--- src/rtl/mul_pkg.sv ---
// mul_pkg: shared FSM state type and RV32M MUL-group ctrl encodings.
package mul_pkg;
   typedef enum logic [1:0] {IDLE, CALC, FIX} mul_state_t;
   localparam logic [2:0] MUL_OP_MUL    = 3'b000;
   localparam logic [2:0] MUL_OP_MULH   = 3'b001;
   localparam logic [2:0] MUL_OP_MULHSU = 3'b010;
   localparam logic [2:0] MUL_OP_MULHU  = 3'b011;
   // ctrl[2] selects the divider in the shared M-extension decode
   localparam int MUL_DIV_BIT = 2;
endpackage

--- src/rtl/mul_operand_cond.sv ---
// mul_operand_cond: turns raw operands into unsigned magnitudes plus a result-negate flag.
module mul_operand_cond
   import mul_pkg::*;
#(
   parameter int DATA_WIDTH = 32,
   parameter int MUL_CTRL   = 3
) (
   input  logic [DATA_WIDTH-1:0] op1_i,
   input  logic [DATA_WIDTH-1:0] op2_i,
   input  logic [MUL_CTRL-1:0]   ctrl_i,
   output logic [DATA_WIDTH-1:0] ma_o,
   output logic [DATA_WIDTH-1:0] mb_o,
   output logic                  neg_o
);
   logic sa, sb;
   always_comb begin
      sa    = op1_i[DATA_WIDTH-1] & (ctrl_i == MUL_OP_MULH || ctrl_i == MUL_OP_MULHSU);
      sb    = op2_i[DATA_WIDTH-1] & (ctrl_i == MUL_OP_MULH);
      ma_o  = sa ? -op1_i : op1_i;
      mb_o  = sb ? -op2_i : op2_i;
      neg_o = sa ^ sb;
   end
endmodule

--- src/rtl/mul_seq.sv ---
// mul_seq: fixed-latency radix-2 shift-add multiplier for MUL/MULH/MULHSU/MULHU
// with a start/busy/done handshake for the hazard unit.
module mul_seq
   import mul_pkg::*;
#(
   parameter int DATA_WIDTH = 32,
   parameter int MUL_CTRL   = 3
) (
   input  logic                  clk,
   input  logic                  rst,
   input  logic                  start_i,
   input  logic                  flush_i,
   input  logic [DATA_WIDTH-1:0] op1,
   input  logic [DATA_WIDTH-1:0] op2,
   input  logic [MUL_CTRL-1:0]   ctrl,
   output logic                  busy_o,
   output logic                  done_o,
   output logic [DATA_WIDTH-1:0] result_o
);
   localparam int CW = $clog2(DATA_WIDTH);
   localparam int PW = 2 * DATA_WIDTH;

   mul_state_t            state_q;
   logic [CW-1:0]         cnt_q;
   logic [DATA_WIDTH-1:0] ma_q, mb_q, ma_d, mb_d, res_d, result_q;
   logic [PW-1:0]         acc_q, acc_d, prod_d;
   logic                  neg_q, neg_d, busy_q, done_q;
   logic [MUL_CTRL-1:0]   ctrl_q;

   mul_operand_cond #(.DATA_WIDTH(DATA_WIDTH), .MUL_CTRL(MUL_CTRL)) u_cond (
      .op1_i (op1),
      .op2_i (op2),
      .ctrl_i(ctrl),
      .ma_o  (ma_d),
      .mb_o  (mb_d),
      .neg_o (neg_d)
   );

   always_comb begin
      acc_d  = mb_q[0] ? acc_q + ({{DATA_WIDTH{1'b0}}, ma_q} << cnt_q) : acc_q;
      prod_d = neg_q ? -acc_q : acc_q;
      res_d  = ctrl_q[MUL_DIV_BIT] ? '0 :
               ctrl_q == MUL_OP_MUL ? prod_d[DATA_WIDTH-1:0] : prod_d[PW-1:DATA_WIDTH];
   end

   always_ff @(posedge clk or posedge rst) begin
      if (rst) begin
         state_q  <= IDLE;
         cnt_q    <= '0;
         ma_q     <= '0;
         mb_q     <= '0;
         acc_q    <= '0;
         neg_q    <= 1'b0;
         ctrl_q   <= '0;
         busy_q   <= 1'b0;
         done_q   <= 1'b0;
         result_q <= '0;
      end else begin
         done_q <= 1'b0;
         case (state_q)
            IDLE: if (start_i && !flush_i) begin
               state_q <= CALC;
               busy_q  <= 1'b1;
               ma_q    <= ma_d;
               mb_q    <= mb_d;
               neg_q   <= neg_d;
               ctrl_q  <= ctrl;
               cnt_q   <= '0;
               acc_q   <= '0;
            end
            CALC: if (flush_i) begin
               state_q <= IDLE;
               busy_q  <= 1'b0;
            end else begin
               acc_q <= acc_d;
               mb_q  <= mb_q >> 1;
               cnt_q <= cnt_q + CW'(1);
               if (cnt_q == CW'(DATA_WIDTH - 1)) state_q <= FIX;
            end
            FIX: begin
               state_q <= IDLE;
               busy_q  <= 1'b0;
               if (!flush_i) begin
                  result_q <= res_d;
                  done_q   <= 1'b1;
               end
            end
            default: state_q <= IDLE;
         endcase
      end
   end

   assign busy_o   = busy_q;
   assign done_o   = done_q;
   assign result_o = result_q;
endmodule

--- config.mk ---
export PLATFORM = sky130hd
export DESIGN_NAME = mul_seq
export DESIGN_NICKNAME = d
export VERILOG_FILES = /design/src/rtl/mul_pkg.sv /design/src/rtl/mul_operand_cond.sv /design/src/rtl/mul_seq.sv
export SDC_FILE = /design/constraint.sdc
export NUM_CORES = 1
export LEC_CHECK = 0
export CAP_MARGIN = 10
export CORE_UTILIZATION = 40
export CTS_BUF_LIST = sky130_fd_sc_hd__clkbuf_4 sky130_fd_sc_hd__clkbuf_8
export CTS_CLUSTER_SIZE = 40
export DETAILED_ROUTE_END_ITERATION = 10
export GPL_ROUTABILITY_DRIVEN = 0
export MAX_ROUTING_LAYER = met4
export SYNTH_ARGS = -nofsm -noshare
export SYNTH_HDL_FRONTEND = slang
export SYNTH_SLANG_ARGS = --single-unit
--- constraint.sdc ---
create_clock -name clk -period 13.3 [get_ports clk]
set_input_delay 1.995 -clock clk [delete_from_list [all_inputs] [get_ports clk]]
set_output_delay 1.995 -clock clk [all_outputs]
set_load 0.01 [all_outputs]
---- After elaboration in Yosys (flattened, before gate mapping) ----
Cells that the tools add are included.
storage, ports and cells
  output and inout bits ................... 34
  word-level logic and storage cells ...... 67
  register bits after elaboration ......... 173
operators by class
  multiplexer cells ....................... 24
  bitwise logic cells ..................... 4
  eq/ne operators ......................... 10
  $add $sub $neg .......................... 5
  reductions and logical operators ........ 13
  shifts and indexed selects .............. 1
operators with widths
  kind                 number
  $mux 64              4
  $mux 32              6
  $pmux 64 s2          1
  $add 64x64->64       1
  $neg 32->32          2
  $neg 64->64          1
  $pmux 32 s2          1
  $shl 32x5->64        1
  $mux 5               2
  $pmux 5 s2           1
  $ne 2x2->1 const B   4
  $mux 2               3
  $reduce_and 2->1     3
  $reduce_and 3->1     2
  $add 5x1->5 const B  1
  $eq 5x5->1 const B   1
  $mux 1               4
  $pmux 2 s2           1
  $reduce_and 4->1     1
  $eq 3x1->1 const B   1
  $eq 3x2->1 const B   1
  $logic_not 3->1      1
  $ne 3x3->1 const B   1
  $pmux 1 s3           1
  other kinds (11)     12

---- Longest topological paths before layout ----
Gate-level depths: netlist of run 1.
  depth after elaboration ................. 5
  gate-level depth with buffers ........... 20

---- Hierarchy ----
Synthesis of run 1 repeated with hierarchy kept, for this count alone.
second synthesis, totals
  cells, all modules ...................... 1743
  area total of the unflattened synthesis .. 15278.4 µm²
by module, submodules not included
  module            cells each  area an instance (µm²)  instances
  mul_seq           1529        13768.2                 1
  mul_operand_cond  214         1510.2                  1

---- Worst setup path after synthesis of run 1 ----
Ideal clock, no wire load.
  kind .................................... flip-flop to flip-flop
  start ................................... register cnt_q[0]
  end ..................................... register acc_q[63]
  path slack .............................. 8475 ps
  clock period less this slack ............ 4825 ps
  arrival ................................. 4736 ps
  stages on the path, launching flop included .. 18
  setup time .............................. 90 ps
  path buffers ............................ 3
  cells stage by stage .................... dfrtp_1 clkbuf_1 buf_1 mux4_2 mux2i_1 nand2_1 o21ai_0 mux2i_1 ha_1 clkbuf_1 nand4_1 nor4_1 and4_1 a21boi_1 o31a_1 a21oi_1 or3_1 o2111ai_1
between the ends
  longest elaborated chain between the ends .. 5
RTL lines
  item                    line           source
  from (decl)             mul_seq.sv:24  logic [CW-1:0] cnt_q;
  from (signal assigned)  mul_seq.sv:77  cnt_q <= cnt_q + CW'(1);
  $shl 32x5->64           mul_seq.sv:40  acc_d = mb_q[0] ? acc_q + ({{DATA_WIDTH{1'b0}}, ma_q} << cnt_q) : acc_q;
  $add 64x64->64          mul_seq.sv:40
  $mux 64                 mul_seq.sv:40
  $mux 64                 mul_seq.sv:71  CALC: if (flush_i) begin
  $pmux 64 s2             mul_seq.sv:60  case (state_q)
  to (signal assigned)    mul_seq.sv:52  acc_q <= '0;
  to (signal assigned)    mul_seq.sv:69  acc_q <= '0;
  to (signal assigned)    mul_seq.sv:75  acc_q <= acc_d;
  to (decl)               mul_seq.sv:26  logic [PW-1:0] acc_q, acc_d, prod_d;
Every way passes these cells. The select of a mux whose other input is x is not followed.
A chain may end at the register's enable or synchronous reset.

---- Worst setup path in the final report of run 1 ----
  start ................................... register cnt_q[1]
  end ..................................... register acc_q[63]
Same word-level chain as after synthesis.

==> impl_metrics.csv, run 1 <==
group,metric,value,unit
run_status,status,"finished clean",
yosys,syn-cell-area,15320,µm²
setup_path,reg2regPathDepth,16,
global_routing,grt_pass1_wl,73.72,mm
timing,slew-limit-headroom,29.22,%
clocking,clock_path_buffers,2,
layout,drive_gt1_share,7.014,%
yosys,ys.flop_type,"dfrtp_1",
detailed_routing,antenna_left,0,
floorplanning,start_util,40.66,%
clocking,clkTransAtPathRegs,0.09,ns
placement,dpl_worst_slack,8.129,ns
detailed_routing,dr.pass1.iters,5,
floorplanning,die-area,39080,µm²
placement,dp.final_hpwl,36.76,mm
timing,fin_ws,7.943,ns
yosys,syn_nets,2049,
clocking,postCtsSetupBuffers,0,
setup_path,path_cells,"buf_4 > mux2_2 > o21ai_0 > nor2_1 > a21oi_1 > mux2_2 > mux2i_1 > ha_1 > nand4_1 > nor4_1 > and4_1 > a21boi_1 > o31a_1 > a21oi_1 > or3_1 > o2111ai_1",
timing,max_freq,186.7,MHz
setup_path,cp_max_fo,34,
yosys,synth_compound_area_share,24.31,%
yosys,synth-simple-area-share,19.17,%
layout,synthToLayoutAreaGrowth,11.73,%
detailed_routing,route.detailed.wl_per_inst,18.93,µm
clocking,cts_tree,"yes",
timing,min_period,5.357,ns
setup_path,crit_path_end_kind,"register",
layout,antennaDiodeCount,0,
clocking,hold_buffers,0,
yosys,synth_top_family_by_area,"compound AO/OA/AOI/OAI gates",
clocking,cts_resized,0,
timing,skew,0.01692,ns
yosys,ys_async_sr_fraction,100.0,%
floorplanning,die-height,197.7,µm
pwr,vdd_ir_drop_max,0.1031,mV
yosys,synth_cell_types,80,
setup_path,cpPeakStageDelay,0.61,ns
timing,rsz0062_at_grt,"no",
global_routing,antenna_found_initial,0,
yosys,yosys_register_bits,173,
setup_path,critPathRequiredTime,13.71,ns
global_routing,grt_max_degree,102,
setup_path,rrSetupSlack,7.94,ns
detailed_routing,viasPerCell,5.853,
pwr,p_per_area,229.8,nW/µm²
clocking,cts.htree.levels,4,
timing,drv_slew,0,
yosys,synthCells,1905,
layout,fin_util,45.43,%
setup_path,path_depth,16,
layout,fin_nets,2070,
yosys,synth_warnings,0,
setup_path,crit_start,"cnt_q[1]",
setup_path,r2r-end,"acc_q[63]",
timing,hold_viol,0,
setup_path,worst_path_max_delay_cell,"dfrtp_1",
clocking,cts_buffers,17,
setup_path,worstSetupStartpointType,"register",
placement,io_buffers,104,
layout,nFillCells,3822,
setup_path,r2r_start,"cnt_q[1]",
floorplanning,ioPinCount,105,
yosys,avgSynthCellArea,8.040,µm²
layout,fin_area,17110,µm²
setup_path,worstSetupEndpoint,"acc_q[63]",
yosys,synth_edf_count,0,
detailed_routing,totalWireLength,46.38,mm
hold_path,hp-class,"register to register",
clocking,cts.sinks,173,
setup_path,critPathKind,"register to register",
global_routing,grt-ovfl-total,0,
timing,tns,0,ns
yosys,synth-adder-area-share,6.013,%
clocking,clockRootBuffer,"clkbuf_8",
pwr,total_power,3932,µW
clocking,insertion_delay,0.50,ns
global_routing,globalRouteTotalUtil,24.88,%
setup_path,path_delay_family,"simple AND/OR/NAND/NOR gates",
yosys,synth-seq-area-share,28.27,%
placement,place_area,16670,µm²
floorplanning,core,37670,µm²
detailed_routing,drc_errors,0,
yosys,synth_xor_area_share,9.836,%
job,max_cap_violations,0,
pwr,p_leak,0.006944,µW
setup_path,cp.buffers_inverters,1,
timing,worst_slew_pin_slew,1.058,ns
global_routing,grt_pass1_vias,13450,
setup_path,arrival,5.77,ns
detailed_routing,drt_iter0_drc,1466,
detailed_routing,vias,14340,
timing,finalSetupViolations,0,
floorplanning,die_w,197.7,µm
floorplanning,std_cell_rows,71,
yosys,synth_mux_area_share,8.553,%
timing,period_share,40.28,%
-- routing by layer --
layer,up-vias,share of wire [%],GRT usage [%],routed length (µm)
met5,-,0,-,0
met4,0,3.5,10.02,1644
met3,81,6.2,2.612,2872
met2,497,43,37.15,20070
met1,6764,47,34.34,21800
li1,6997,-,-,-
-- area by class of cell --
cell class,instances,area (µm²),share of cell area (%)
clock buffers,19,249.0,1.455
inverters,41,158.9,0.9286
multi-input cells,1577,10410,60.85
flip-flops and latches,173,4332,25.31
clock inverters,13,188.9,1.104
well taps,511,639.4,3.736
repair buffers,116,1131,6.610
-- how the worst min path moves through the flow --
stage | to | startpoint | slack, ns | cells after the start
6_report | mb_q[9] | mb_q[9] | 0.49 | 2
5_1_grt | mb_q[27] | mb_q[27] | 0.51 | 2
4_1_cts | mb_q[9] | mb_q[9] | 0.49 | 2
3_5_place_dp | mb_q[27] | mb_q[27] | 0.47 | 2
3_3_place_gp | mb_q[16] | mb_q[16] | 0.46 | 2
2_1_floorplan | mb_q[2] | mb_q[2] | 0.44 | 2
-- stage by stage --
stage                     cells  hold slack, ns
after detailed placement   2418          0.4709
after global placement     2418          0.4621
final                      2450          0.4872
after global routing       2450          0.5078
after CTS                  2450          0.4914
after floorplan            1905          0.4446
-- cells in the mapped netlist (16+ instances only) --
cell        n  share of area (%)
a21oi_1   148                4.8
mux2i_1    51                3.3
clkbuf_1   99                2.4
nand2_1   290                7.1
xnor2_1    75                4.3
nor2_1    128                3.1
nand3_1    29               0.95
nor3_1     24               0.78
o22ai_1    19               0.78
o21ai_0   231                7.5
nand4_1    25                1.0
dfrtp_1   173                 28
ha_1       72                5.9
mux4_2     22                3.2
inv_1      40               0.98
nand2b_1   16               0.65
mux2_2     27                2.0
o31ai_1    34                1.7
a21o_1     24                1.2
xor2_1     97                5.5
-- worst reg2reg max path, delay by kind of cell, from the launching register on --
| kind | cells | cell delay [ns] |
|---|---|---|
| fa+ha+maj | 1 | 0.45 |
| flops | 1 | 0.61 |
| buf+inv | 1 | 0.44 |
| compound gates | 6 | 1.50 |
| simple gates | 5 | 1.58 |
| mux | 3 | 0.69 |
-- sequential cells by signal, indices dropped and copies added, names as in the netlist --
register  cells
acc_q        64
ma_q         32
mb_q         32
result_o     32
cnt_q         5
ctrl_q        3
state_q       2
busy_o        1
done_o        1
neg_q         1
-- cell usage in the layout, fill, tap and decap left out, types with 39 or more instances in the layout --
cell,netlist,final
xnor2_1,75,75
ha_1,72,71
dfrtp_1,173,171
clkdlybuf4s50_1,0,104
inv_1,40,39
nand2_1,290,289
xor2_1,97,97
mux2i_1,51,51
a21oi_1,148,148
o21ai_0,231,231
nor2_1,128,128
-- where the power goes --
part / internal, µW / switching (µW) / total (µW)
Clock: 210 / 209 / 419
Sequential: 676 / 225 / 901
Combinational: 986 / 1630 / 2610
-- cells by family (layout without fill, tap and decap cells) --
family                   after synthesis  in the layout
adder cells (fa/ha/maj)               73             73
flip-flops                           173            173
multiplexers                         100            100
AO/OA/AOI/OAI                        606            606
buffers and inverters                155            189
AND/OR/NAND/NOR                      626            626
XOR/XNOR                             172            172
Note: power is estimated with default switching activity, not from simulation.
==> inputs of run 2 (changes only) <==
clock period = 4.7 ns   (was 13.3 ns; I/O delays follow)
==> impl_metrics.csv, run 2 (synthesis gave the netlist of run 1 again) <==
group,metric,value,unit
run_status,status,"finished clean",
floorplanning,die-height,197.7,µm
pwr,p_leak,0.007105,µW
timing,fin_ws,0.1064,ns
layout,synthToLayoutAreaGrowth,14.23,%
setup_path,critPathRequiredTime,5.11,ns
clocking,clockRootBuffer,"clkbuf_8",
floorplanning,start_util,40.66,%
pwr,comb_power_share,67.9,%
timing,min_period,4.594,ns
layout,layoutNonFillerInstCount,2487,
setup_path,worstSetupStartpointType,"register",
global_routing,globalRouteTotalUtil,25.24,%
floorplanning,std_cell_rows,71,
global_routing,grt_pass1_vias,13730,
pwr,switching_power,5989,µW
clocking,cts_buffers,17,
hold_path,whs_endpoint,"mb_q[30]",
hold_path,whs_path_depth,2,
detailed_routing,antenna_left,0,
timing,finalSetupViolations,0,
floorplanning,die_w,197.7,µm
clocking,clkTransAtPathRegs,0.11,ns
layout,largest_reg_flops,64,
detailed_routing,drc_errors,0,
global_routing,grt-ovfl-total,0,
job,max_cap_violations,0,
placement,placed_cells,2451,
floorplanning,die-area,39080,µm²
setup_path,path_cells,"buf_4 > or4b_2 > mux2_2 > mux2i_1 > ha_1 > a21oi_1 > o21ai_0 > a211oi_1 > o21a_1 > a31oi_1 > a21oi_1 > o21ai_0 > a2111o_1 > o211ai_1",
layout,fin_util,46.45,%
pwr,power_frac_clock,9.4,%
global_routing,met1_usage,33.48,%
pwr,vdd_ir_drop_max,0.2822,mV
timing,drv_slew,0,
setup_path,cp_max_fo,6,
setup_path,r2r_start,"cnt_q[1]",
global_routing,use_met2,38.34,%
pwr,p_per_area,653.7,nW/µm²
hold_path,worstHoldStart,"mb_q[30]",
detailed_routing,drt_iter0_drc,1116,
timing,period_share,97.74,%
clocking,cts_tree,"yes",
detailed_routing,totalWireLength,47.21,mm
floorplanning,core,37670,µm²
placement,dp.final_hpwl,37.01,mm
layout,nFillCells,3809,
global_routing,grtUsageMet3,3.159,%
detailed_routing,route.detailed.wl_per_inst,18.98,µm
setup_path,rrSetupSlack,0.11,ns
hold_path,hp-class,"register to register",
global_routing,antenna_found_initial,0,
clocking,clock_path_buffers,2,
timing,tns,0,ns
detailed_routing,vias,14550,
detailed_routing,dr.pass1.iters,6,
timing,hold_viol,0,
placement,io_buffers,104,
pwr,total_power,11440,µW
layout,largest-register,"acc_q",
setup_path,cp.buffers_inverters,1,
setup_path,arrival,5.01,ns
global_routing,grt_pass1_wl,75.02,mm
layout,drive_gt1_share,9.970,%
clocking,insertion_delay,0.50,ns
floorplanning,ioPinCount,105,
placement,dpl_worst_slack,-0.005920,ns
setup_path,reg2regPathDepth,14,
timing,skew,0.02341,ns
global_routing,busiest_layer,"met2",
layout,layout_common_cells,"nand2_1, o21ai_0, dfrtp_1",
setup_path,crit_path_end_kind,"register",
pwr,intPower,5448,µW
layout,fin_nets,2107,
detailed_routing,viasPerCell,5.851,
pwr,share_seq_of_total_power,22.7,%
timing,max_freq,217.7,MHz
setup_path,r2r-end,"acc_q[61]",
clocking,cts.sinks,173,
setup_path,worst_path_max_delay_cell,"or4b_2",
pwr,switching_share,52.36,%
setup_path,path_delay_family,"compound AO/OA/AOI/OAI gates",
setup_path,critPathKind,"register to register",
global_routing,grt_max_degree,174,
timing,slew-limit-headroom,18.82,%
layout,antennaDiodeCount,0,
clocking,cts.htree.levels,4,
layout,layout_commonest_cell,"nand2_1",
setup_path,cpPeakStageDelay,0.71,ns
timing,worst_slew_pin_slew,1.218,ns
-- run 2: cell types whose count changed in the layout (fill, tap and decap cells not counted), moves of 4 or more --
cell     before  now
a21oi_2       0    5
buf_4        12   45
buf_12        0    4
ha_1         71   65
ha_2          1    7
a21oi_1     148  143
-- run 2: layer usage --
metal	share of wire, %	wire, µm
met4	4.2	1961
met1	46	21890
met2	44	20780
met3	5.5	2573
met5	0	0
-- run 2: metrics by stage --
step | cell area, µm² | hold WS, ns
floorplan | 15320 | 0.4446
global placement | 16970 | 0.4625
detailed placement | 16970 | 0.4693
CTS | 17360 | 0.4951
global route | 17500 | 0.5162
finish | 17500 | 0.4899
-- run 2: area by class of cell --
class                      count  area (µm²)  area share [%]
clock buffer                  19       249.0           1.423
clock inverter                13       141.4          0.8081
inverter                      41       157.7          0.9011
multi-input combinational   1577       10520           60.11
sequential                   173        4333           24.77
tap                          511       639.4           3.654
timing repair buffer         153        1459           8.339
-- run 2: power by group through the flow --
stage	clock network [µW]	logic, µW	registers [µW]
2_1_floorplan	0	5570	2290
3_3_place_gp	0	7420	2590
3_5_place_dp	0	7490	2610
4_1_cts	1110	7530	2570
5_1_grt	1170	8440	2660
6_report	1080	7770	2590
-- run 2: worst min-delay path, cell delays in order (launching register included) --
cell and delay, ns:
dfrtp_1 0.36, nand2_1 0.05, o21ai_0 0.06
-- run 2: worst max path at each step --
stage	start	to	slack [ns]	depth (start not counted)
4_1_cts	cnt_q[1]	acc_q[60]	0.03	18
6_report	cnt_q[1]	acc_q[61]	0.11	14
3_5_place_dp	cnt_q[1]	acc_q[56]	-0.006	18
3_3_place_gp	cnt_q[1]	acc_q[56]	0.03	18
5_1_grt	cnt_q[0]	acc_q[54]	-0.02	16
2_1_floorplan	cnt_q[0]	acc_q[63]	0.17	19
-- run 2: timing repair --
item,CTS,global route
buffers inserted,0,4
setup endpoints to repair,2,19
hold buffers,0,0
gates resized for setup,1,27
pin swaps,0,1
==> inputs of run 3 (changes only) <==
CTS_CLUSTER_SIZE = 25   (was 40)
==> results of run 3 <==
No change in the layout: final DEF, timing and power equal those of run 2.
